--- src/rtl/vc_demux4_buf.sv ---
// vc_demux4_buf: registered 1-to-4 demultiplexer with a one-entry buffer per
// output port. Secure messages addressed to non-secure ports are consumed
// and dropped; each drop is counted (saturating) and flagged for one cycle.
module vc_demux4_buf #(
   parameter int         p_nbits       = 1,
   parameter logic [3:0] p_secure_mask = 4'b0001,
   parameter int         p_cnt_nbits   = 8
) (
   input  logic                   clk,
   input  logic                   reset,
   input  logic                   in_val,
   output logic                   in_rdy,
   input  logic [p_nbits-1:0]     in_msg,
   input  logic [1:0]             in_sel,
   input  logic                   in_domain,
   output logic                   out0_val,
   input  logic                   out0_rdy,
   output logic [p_nbits-1:0]     out0_msg,
   output logic                   out0_domain,
   output logic                   out1_val,
   input  logic                   out1_rdy,
   output logic [p_nbits-1:0]     out1_msg,
   output logic                   out1_domain,
   output logic                   out2_val,
   input  logic                   out2_rdy,
   output logic [p_nbits-1:0]     out2_msg,
   output logic                   out2_domain,
   output logic                   out3_val,
   input  logic                   out3_rdy,
   output logic [p_nbits-1:0]     out3_msg,
   output logic                   out3_domain,
   output logic [p_cnt_nbits-1:0] drop_count,
   output logic                   drop_pulse
);

   localparam logic [p_cnt_nbits-1:0] CNT_ONE = 1;
   localparam logic [p_cnt_nbits-1:0] CNT_MAX = '1;

   logic [3:0]          val_p1;
   logic [p_nbits-1:0]  msg_p1 [4];
   logic [3:0]          dom_p1;
   logic [3:0]          port_rdy;
   logic [3:0]          load_vec;
   logic                drop;
   logic                accept;
   logic [p_cnt_nbits-1:0] cnt_p1;
   logic                pulse_p1;

   // Saturating increment: holds at all-ones instead of wrapping.
   function automatic logic [p_cnt_nbits-1:0] sat_inc(input logic [p_cnt_nbits-1:0] v);
      if (v == CNT_MAX) return v;
      return v + CNT_ONE;
   endfunction

   assign port_rdy = {out3_rdy, out2_rdy, out1_rdy, out0_rdy};

   // Handshake decode: drops are always accepted; otherwise the selected
   // buffer must be empty or draining this cycle. in_val is deliberately
   // kept out of in_rdy.
   always_comb begin
      drop     = in_domain & ~p_secure_mask[in_sel];
      in_rdy   = drop | ~val_p1[in_sel] | port_rdy[in_sel];
      accept   = in_val & in_rdy;
      load_vec = '0;
      if (accept && !drop) load_vec = 4'b0001 << in_sel;
   end

   // ---- stage p1: per-port one-entry buffers (load wins over drain) ----
   always_ff @(posedge clk or posedge reset) begin
      if (reset) begin
         val_p1 <= '0;
         dom_p1 <= '0;
         for (int k = 0; k < 4; k++) msg_p1[k] <= '0;
      end else begin
         for (int k = 0; k < 4; k++) begin
            if (load_vec[k]) begin
               val_p1[k] <= 1'b1;
               msg_p1[k] <= in_msg;
               dom_p1[k] <= in_domain;
            end else if (port_rdy[k]) begin
               val_p1[k] <= 1'b0;
            end
         end
      end
   end

   // Drop accounting: saturating count plus a one-cycle pulse per drop.
   always_ff @(posedge clk or posedge reset) begin
      if (reset) begin
         cnt_p1   <= '0;
         pulse_p1 <= 1'b0;
      end else begin
         pulse_p1 <= accept & drop;
         if (accept && drop) cnt_p1 <= sat_inc(cnt_p1);
      end
   end

   assign out0_val    = val_p1[0];
   assign out1_val    = val_p1[1];
   assign out2_val    = val_p1[2];
   assign out3_val    = val_p1[3];
   assign out0_msg    = msg_p1[0];
   assign out1_msg    = msg_p1[1];
   assign out2_msg    = msg_p1[2];
   assign out3_msg    = msg_p1[3];
   assign out0_domain = dom_p1[0];
   assign out1_domain = dom_p1[1];
   assign out2_domain = dom_p1[2];
   assign out3_domain = dom_p1[3];
   assign drop_count  = cnt_p1;
   assign drop_pulse  = pulse_p1;

endmodule

--- config.mk ---
export PLATFORM = sky130hd
export DESIGN_NAME = vc_demux4_buf
export DESIGN_NICKNAME = d
export VERILOG_FILES = /design/src/rtl/vc_demux4_buf.sv
export SDC_FILE = /design/constraint.sdc
export NUM_CORES = 1
export LEC_CHECK = 0
export CAP_MARGIN = 25
export CELL_PAD_IN_SITES_DETAIL_PLACEMENT = 0
export CELL_PAD_IN_SITES_GLOBAL_PLACEMENT = 1
export CORE_UTILIZATION = 36
export DETAILED_ROUTE_END_ITERATION = 12
export GPL_ROUTABILITY_DRIVEN = 0
export HOLD_SLACK_MARGIN = 0.05
export PLACE_DENSITY = 0.9
export SETUP_SLACK_MARGIN = 0.02
export SYNTH_ARGS = -nofsm -noshare
export SYNTH_HDL_FRONTEND = slang
export SYNTH_SLANG_ARGS = --single-unit
--- constraint.sdc ---
create_clock -name clk -period 3.3 [get_ports clk]
set_clock_uncertainty 0.05 [all_clocks]
set_input_delay 0.66 -clock clk [delete_from_list [all_inputs] [get_ports clk]]
set_output_delay 0.66 -clock clk [all_outputs]
set_load 0.05 [all_outputs]
== After elaboration in Yosys (flattened, before gate mapping) ==
Index checks and enable logic that the tools add are counted.

* Word-level logic and storage cells: 52
* Flip-flop bits (word level): 21
* Output and inout bits: 22

* $lt $le $gt $ge: 1
* Bitwise logic cells: 7
* Muxes and demuxes: 18
* Shift-type cells: 1
* Reductions and logical operators: 8
* $add $sub $neg: 1
* Equal/unequal tests: 2

{| class="wikitable"
|+ Operator list
! cell !! count
|-
| 2-to-1 mux 1 bit || 13
|-
| adder 8 x 1 -> 8 bit, second input constant || 1
|-
| equality test 8 bit, second input constant || 1
|-
| 2-to-1 mux 8 bit || 1
|-
| nonzero test 2 bit || 4
|-
| binary-select mux 1 bit (select 2 bit) || 3
|-
| 2-to-1 mux 4 bit || 1
|-
| << shifter 1 x 2 -> 4 bit, first input constant || 1
|-
| bitwise AND 1 bit || 3
|-
| < comparator 2 x 3 -> 1 bit, second input constant || 1
|-
| logical AND 1 bit || 2
|-
| != test 2 bit, second input constant || 1
|-
| inverter 1 bit || 2
|-
| OR 1 bit || 2
|-
| AND reduction 2 bit || 1
|-
| logical NOT 1 bit || 1
|}

== Logic depth before layout (Yosys ltp) ==
Gate-level depths: netlist (run 1).

* Depth after elaboration: 11
* Depth in mapped cells: 5

== Worst setup path before layout (run 1) ==
Ideal clock, no wire load.

* Path type: input to output
* From: input port in_sel[0]
* To: output port in_rdy
* Setup slack: 1.048 ns
* Arrival time: 1.542 ns
* Stages on the path: 4
* Cell sequence: buf_4 -> mux2i_1 -> a21oi_1 -> o32a_1

* Longest elaborated chain between the ends: 6
* Elaborated cells on any way between the ends: 11

{| class="wikitable"
|+ RTL lines
! item !! RTL line !! source
|-
| start, declared || 14 || <nowiki>input logic [1:0] in_sel,</nowiki>
|-
| binary-select mux 1 bit (select 2 bit) || 61 || <nowiki>drop = in_domain & ~p_secure_mask[in_sel];</nowiki>
|-
| 2-to-1 mux 1 bit (implied by the code) || 61 ||
|-
| inverter 1 bit || 61 ||
|-
| bitwise AND 1 bit || 61 ||
|-
| OR 1 bit || 62 || <nowiki>in_rdy = drop | ~val_p1[in_sel] | port_rdy[in_sel];</nowiki>
|-
| OR 1 bit (*) || 62 ||
|-
| end, declared || 12 || <nowiki>output logic in_rdy,</nowiki>
|}

Every way passes the cells marked *; elsewhere a longest branch is shown, timed or not. The select of a mux whose other input is x is not followed.

== Final worst setup path (run 1) ==
Same ends and word-level chain as after synthesis.

==> results of run 1 <==
## worst max-delay path, stage by stage
cell,delay [ns]
clkdlybuf4s50_1,0.68
mux2i_1,0.28
a21oi_1,0.09
o32a_1,0.22
buf_12,0.16
## layout by cell type, fill, tap and decap left out, drive strengths merged, types with 3 or more instances in the layout
cell type	count
a21oi	3
nand3	5
clkbuf	4
nand2	7
xnor2	3
nand2b	5
dfrtp	21
mux2	8
clkdlybuf4s50	31
nand4	4
and3	3
## cell type report
class / instances / area [µm²]
inverter: 2 / 7.51
sequential: 21 / 526
clock buffer: 4 / 26.3
timing repair buffer: 32 / 330
multi-input combinational: 57 / 414
tap: 30 / 37.5
fill: 231 / 1160
## power breakdown
part	leakage [nW]	total [mW]	internal, mW	switching [mW]
clock	0.0150	0.122	0.0470	0.0750
sequential	0.266	0.351	0.304	0.0466
combinational	0.305	0.375	0.140	0.234
## Yosys cell counts
cell type  number  area share
buf_4           2       0.016
nor3_1          2       0.010
and3_4          1       0.012
nand4_2         1       0.013
a21oi_1         3       0.016
inv_1           2      0.0078
mux2_4          1       0.016
nor2b_1         2       0.013
ha_1            1       0.013
nor2_1          2      0.0078
xnor2_1         3       0.027
nand2_1         7       0.027
a31oi_1         1      0.0065
o32a_1          1       0.010
and2_1          2       0.013
mux2i_1         1       0.010
nand2b_1        5       0.032
and3_1          2       0.013
o211a_4         1       0.018
and3b_2         1       0.010
nor3b_1         1      0.0078
nand4_1         3       0.019
buf_2           1      0.0052
nand3_1         5       0.026
dfrtp_1        21        0.54
nand3b_1        2       0.016
o21ai_0         2       0.010
mux2_2          7       0.082
## flip-flops by register name, summed over array words and instances, names as in the netlist
name / cells
drop_count: 8
dom_p1: 4
val_p1: 4
drop_pulse: 1
out0_msg: 1
out1_msg: 1
out2_msg: 1
out3_msg: 1
## cell families after synthesis
family	after synthesis
compound gates	8
xor+xnor	3
fa+ha+maj	1
buf+inv	5
flops	21
mux	9
simple gates	36
## per-layer routing
layer | up-vias | wire (µm) | share of wire | GRT usage
li1 | 361 | - | - | -
met1 | 365 | 838 | 0.45 | 0.189
met2 | 22 | 905 | 0.49 | 0.267
met3 | 0 | 99 | 0.054 | 0.0452
met4 | 0 | 0 | 0 | 0.0395
met5 | - | 0 | 0 | 0
## stage by stage
step	cell area [µm²]	worst slack (ns)	instances	hold slack, ns
floorplan	967	1.05	83	0.587
finish	1340	0.494	146	0.449
global route	1340	0.390	146	0.466
detailed placement	1320	0.485	142	0.422
global placement	1320	0.536	142	0.420
CTS	1340	0.483	146	0.455
## path summary, 6_finish.rpt
| kind | to | cells past startpoint | slack [ns] | startpoint |
|---|---|---|---|---|
| min in group asynchronous | drop_count[1]$_DFFE_PP0P_ | 2 | 0.75 | reset |
| worst min register to register | dom_p1[3]$_DFFE_PP0P_ | 1 | 0.45 | dom_p1[3]$_DFFE_PP0P_ |
| worst min-delay path | dom_p1[3]$_DFFE_PP0P_ | 1 | 0.45 | dom_p1[3]$_DFFE_PP0P_ |
| worst max-delay path | in_rdy | 5 | 0.49 | in_sel[0] |
| max in group asynchronous | dom_p1[2]$_DFFE_PP0P_ | 2 | 1.97 | reset |
| worst max register to register | drop_count[1]$_DFFE_PP0P_ | 5 | 1.70 | drop_count[0]$_DFFE_PP0P_ |
==> results_dict.tcl, run 1 <==
set metrics [dict create \
    cts_tree "done" \
    drc_errors 0 \
    grt-ovfl-total 0 \
    cts_root_buf "clkbuf_4" \
    ir_drop_v 0.000527 \
    rows 18 \
    area_growth_pct 38.7 \
    required_ns 2.59 \
    initial_utilization 0.387 \
    dp_hpwl_um 1360 \
    fin_nets 129 \
    pin_count 33 \
    ys_ff_latch 21 \
    power.density_nw_per_um2 632 \
    synth-warning-count 0 \
    track_usage 0.156 \
    finalPower_mw 0.847 \
    synth-simple-area-share 0.220 \
    leakagePower_nw 0.586 \
    core_area_um2 2500 \
    die-area_um2 2900 \
    slew-limit-headroom 0.479 \
    htree_levels 1 \
    port-buffer-count 32 \
    maxCapViolCount 0 \
    critPathMaxFanout 10 \
    clock_latency_ns 0.29 \
    syn_avg_cell_area_um2 11.7 \
    muxShareOfSynthArea 0.107 \
    grt_pass1_vias 724 \
    fp.dieH_um 53.8 \
    wl_per_cell_um 12.6 \
    synth_compound_area_frac 0.0608 \
    syn_inst 83 \
    fin_crit_sh 0.850 \
    syn_area_um2 967 \
    worstPathArrival_ns 2.10 \
    crit_path_end_kind "output pin" \
    max_slew.worst_pin.slew_ns 0.780 \
    synth_seq_area_share 0.543 \
    synth_xor_area_frac 0.0272 \
    cts_buffers 3 \
    drv_slew 0 \
    path_clk_slew_ns 0.11 \
    status "finished clean" \
    hold_class "reg2reg" \
    rsz0062_at_grt "false" \
    setup.worst_path.class "in2out" \
    cts.sinks 21 \
    drtAntennaViolNets 0 \
    synth_top_family_by_area "simple AND/OR/NAND/NOR gates" \
    drt-initial-drc-count 14 \
    postCtsHoldBufs 0 \
    cts_buffer_depth 2 \
    critPathLaunchType "input port" \
    grt_max_degree 22 \
    fmax_mhz 356 \
    die_width_um 53.8 \
    via_count 748 \
    ys_types 28 \
    postLayoutCoreUtil 0.537 \
    synth_nets 95 \
    tns_ns 0 \
    antenna_found_initial 0 \
    routed_wl_um 1840 \
    cts_resized 0 \
    min_period_ns 2.81 \
    via_per_inst 5.12 \
    drive_above_1_share 0.138 \
    post_cts_buffers 0 \
    hold_viol 0 \
    setup_violations 0 \
    num_antenna_cells 0 \
    synthAdderAreaFrac 0.0129 \
    grt_pass1_wl_um 3170 \
    firstDrtPassIters 4 \
]
No activity file was read; power rests on OpenSTA's default activity.
==> run 2: changes to the inputs <==
--- a/config.mk
+++ b/config.mk
@@ -8,12 +8,14 @@
 export CAP_MARGIN = 25
 export CELL_PAD_IN_SITES_DETAIL_PLACEMENT = 0
 export CELL_PAD_IN_SITES_GLOBAL_PLACEMENT = 1
+export CORE_ASPECT_RATIO = 0.7
 export CORE_UTILIZATION = 36
 export DETAILED_ROUTE_END_ITERATION = 12
 export GPL_ROUTABILITY_DRIVEN = 0
 export HOLD_SLACK_MARGIN = 0.05
 export PLACE_DENSITY = 0.9
 export SETUP_SLACK_MARGIN = 0.02
+export SLEW_MARGIN = 20
 export SYNTH_ARGS = -nofsm -noshare
 export SYNTH_HDL_FRONTEND = slang
 export SYNTH_SLANG_ARGS = --single-unit
==> results_dict.tcl, run 2 (same netlist as run 1, synthesis figures left out) <==
set metrics [dict create \
    largest_reg_flops 8 \
    max_slew.worst_pin.slew_ns 0.790 \
    cts_tree "done" \
    whs_ns 0.442 \
    ir_drop_v 0.000428 \
    via_per_inst 4.78 \
    num_antenna_cells 0 \
    clkPwrFrac 0.190 \
    tns_ns 0 \
    htree_levels 1 \
    final_common_cell "clkdlybuf4s50_1" \
    grt_pass1_wl_um 3060 \
    rsz0062_at_grt "false" \
    clock_latency_ns 0.27 \
    cts.sinks 21 \
    drtAntennaViolNets 0 \
    via_count 717 \
    core_area_um2 2500 \
    grt_max_degree 22 \
    rows 15 \
    fp.dieH_um 45.4 \
    power.density_nw_per_um2 652 \
    cts_buffer_depth 2 \
    hold_class "reg2reg" \
    swShare 0.407 \
    fin_nets 129 \
    slew-limit-headroom 0.473 \
    cts_resized 0 \
    seqPwrFrac 0.392 \
    cts_buffers 3 \
    leakagePower_nw 0.597 \
    crit_path_end_kind "output pin" \
    critPathMaxFanout 10 \
    drv_slew 0 \
    setup.worst_path.class "in2out" \
    p_int_mw 0.528 \
    port-buffer-count 32 \
    cts_root_buf "clkbuf_8" \
    mostFrequentLayoutCells "31 x clkdlybuf4s50_1, 21 x dfrtp_1, 7 x nand2_1, 7 x mux2_2" \
    post_cts_buffers 0 \
    fin_crit_sh 0.857 \
    comb_power_share 0.418 \
    die-area_um2 2900 \
    drive_above_1_share 0.147 \
    wl_per_cell_um 12.4 \
    routed_wl_um 1860 \
    grt-ovfl-total 0 \
    setup_slack_ns 0.472 \
    fmax_mhz 354 \
    area_growth_pct 41.3 \
    critPathLaunchType "input port" \
    drc_errors 0 \
    maxCapViolCount 0 \
    drt-initial-drc-count 10 \
    worstPathArrival_ns 2.12 \
    die_width_um 64.0 \
    firstDrtPassIters 3 \
    initial_utilization 0.387 \
    antenna_found_initial 0 \
    pin_count 33 \
    path_clk_slew_ns 0.08 \
    required_ns 2.59 \
    dp_hpwl_um 1380 \
    place_area_um2 1320 \
    fillers 227 \
    min_period_ns 2.83 \
    fin_area_um2 1370 \
    status "finished clean" \
    hold_viol 0 \
    p_sw_mw 0.363 \
    pre_cts_slack_ns 0.494 \
    grt_pass1_vias 653 \
    track_usage 0.150 \
    setup_violations 0 \
    postCtsHoldBufs 0 \
]
-- run 2: layer usage --
metal	GRT usage	vias to the layer above	routed length [µm]
met4	0.0682	0	34
met2	0.217	21	771
met5	0	-	0
met1	0.192	333	936
met3	0.0707	4	119
li1	-	359	-
-- run 2: worst max-delay path: stages --
cell             delay (ns)
clkdlybuf4s50_1        0.69
mux2i_1                0.28
a21oi_1                0.09
o32a_1                 0.22
buf_12                 0.16
-- run 2: power by group through the flow --
| stage | Combinational [mW] | Sequential, mW | Clock [mW] |
|---|---|---|---|
| floorplan | 0.0845 | 0.513 | 0 |
| global placement | 0.371 | 0.351 | 0 |
| detailed placement | 0.374 | 0.355 | 0 |
| CTS | 0.375 | 0.350 | 0.174 |
| global route | 0.396 | 0.357 | 0.187 |
| finish | 0.372 | 0.350 | 0.169 |
-- run 2: cell type report --
class | count | area (µm²) | area share
clock buffers | 3 | 41.3 | 0.0302
clock inverters | 1 | 5.00 | 0.00366
inverters | 2 | 7.51 | 0.00549
multi-input cells | 57 | 414 | 0.303
flip-flops and latches | 21 | 526 | 0.385
well taps | 34 | 42.5 | 0.0311
repair buffers | 32 | 330 | 0.242
-- run 2: through the flow --
stage / power [mW] / std cells / util
floorplan: 0.598 / 83 / -
global placement: 0.722 / 146 / 0.529
CTS: 0.899 / 150 / 0.547
finish: 0.891 / 150 / 0.547
detailed placement: 0.730 / 146 / 0.529
global route: 0.940 / 150 / 0.547
-- run 2: worst paths after layout --
path	from	slack [ns]	end	cells past startpoint
setup / recovery	in_sel[0]	0.47	in_rdy	5
hold / removal	dom_p1[3]$_DFFE_PP0P_	0.44	dom_p1[3]$_DFFE_PP0P_	1
setup reg to reg	drop_count[0]$_DFFE_PP0P_	1.68	drop_count[1]$_DFFE_PP0P_	5
hold reg to reg	dom_p1[3]$_DFFE_PP0P_	0.44	dom_p1[3]$_DFFE_PP0P_	1
max in group asynchronous	reset	1.91	drop_count[1]$_DFFE_PP0P_	2
min in group asynchronous	reset	0.79	drop_count[2]$_DFFE_PP0P_	2
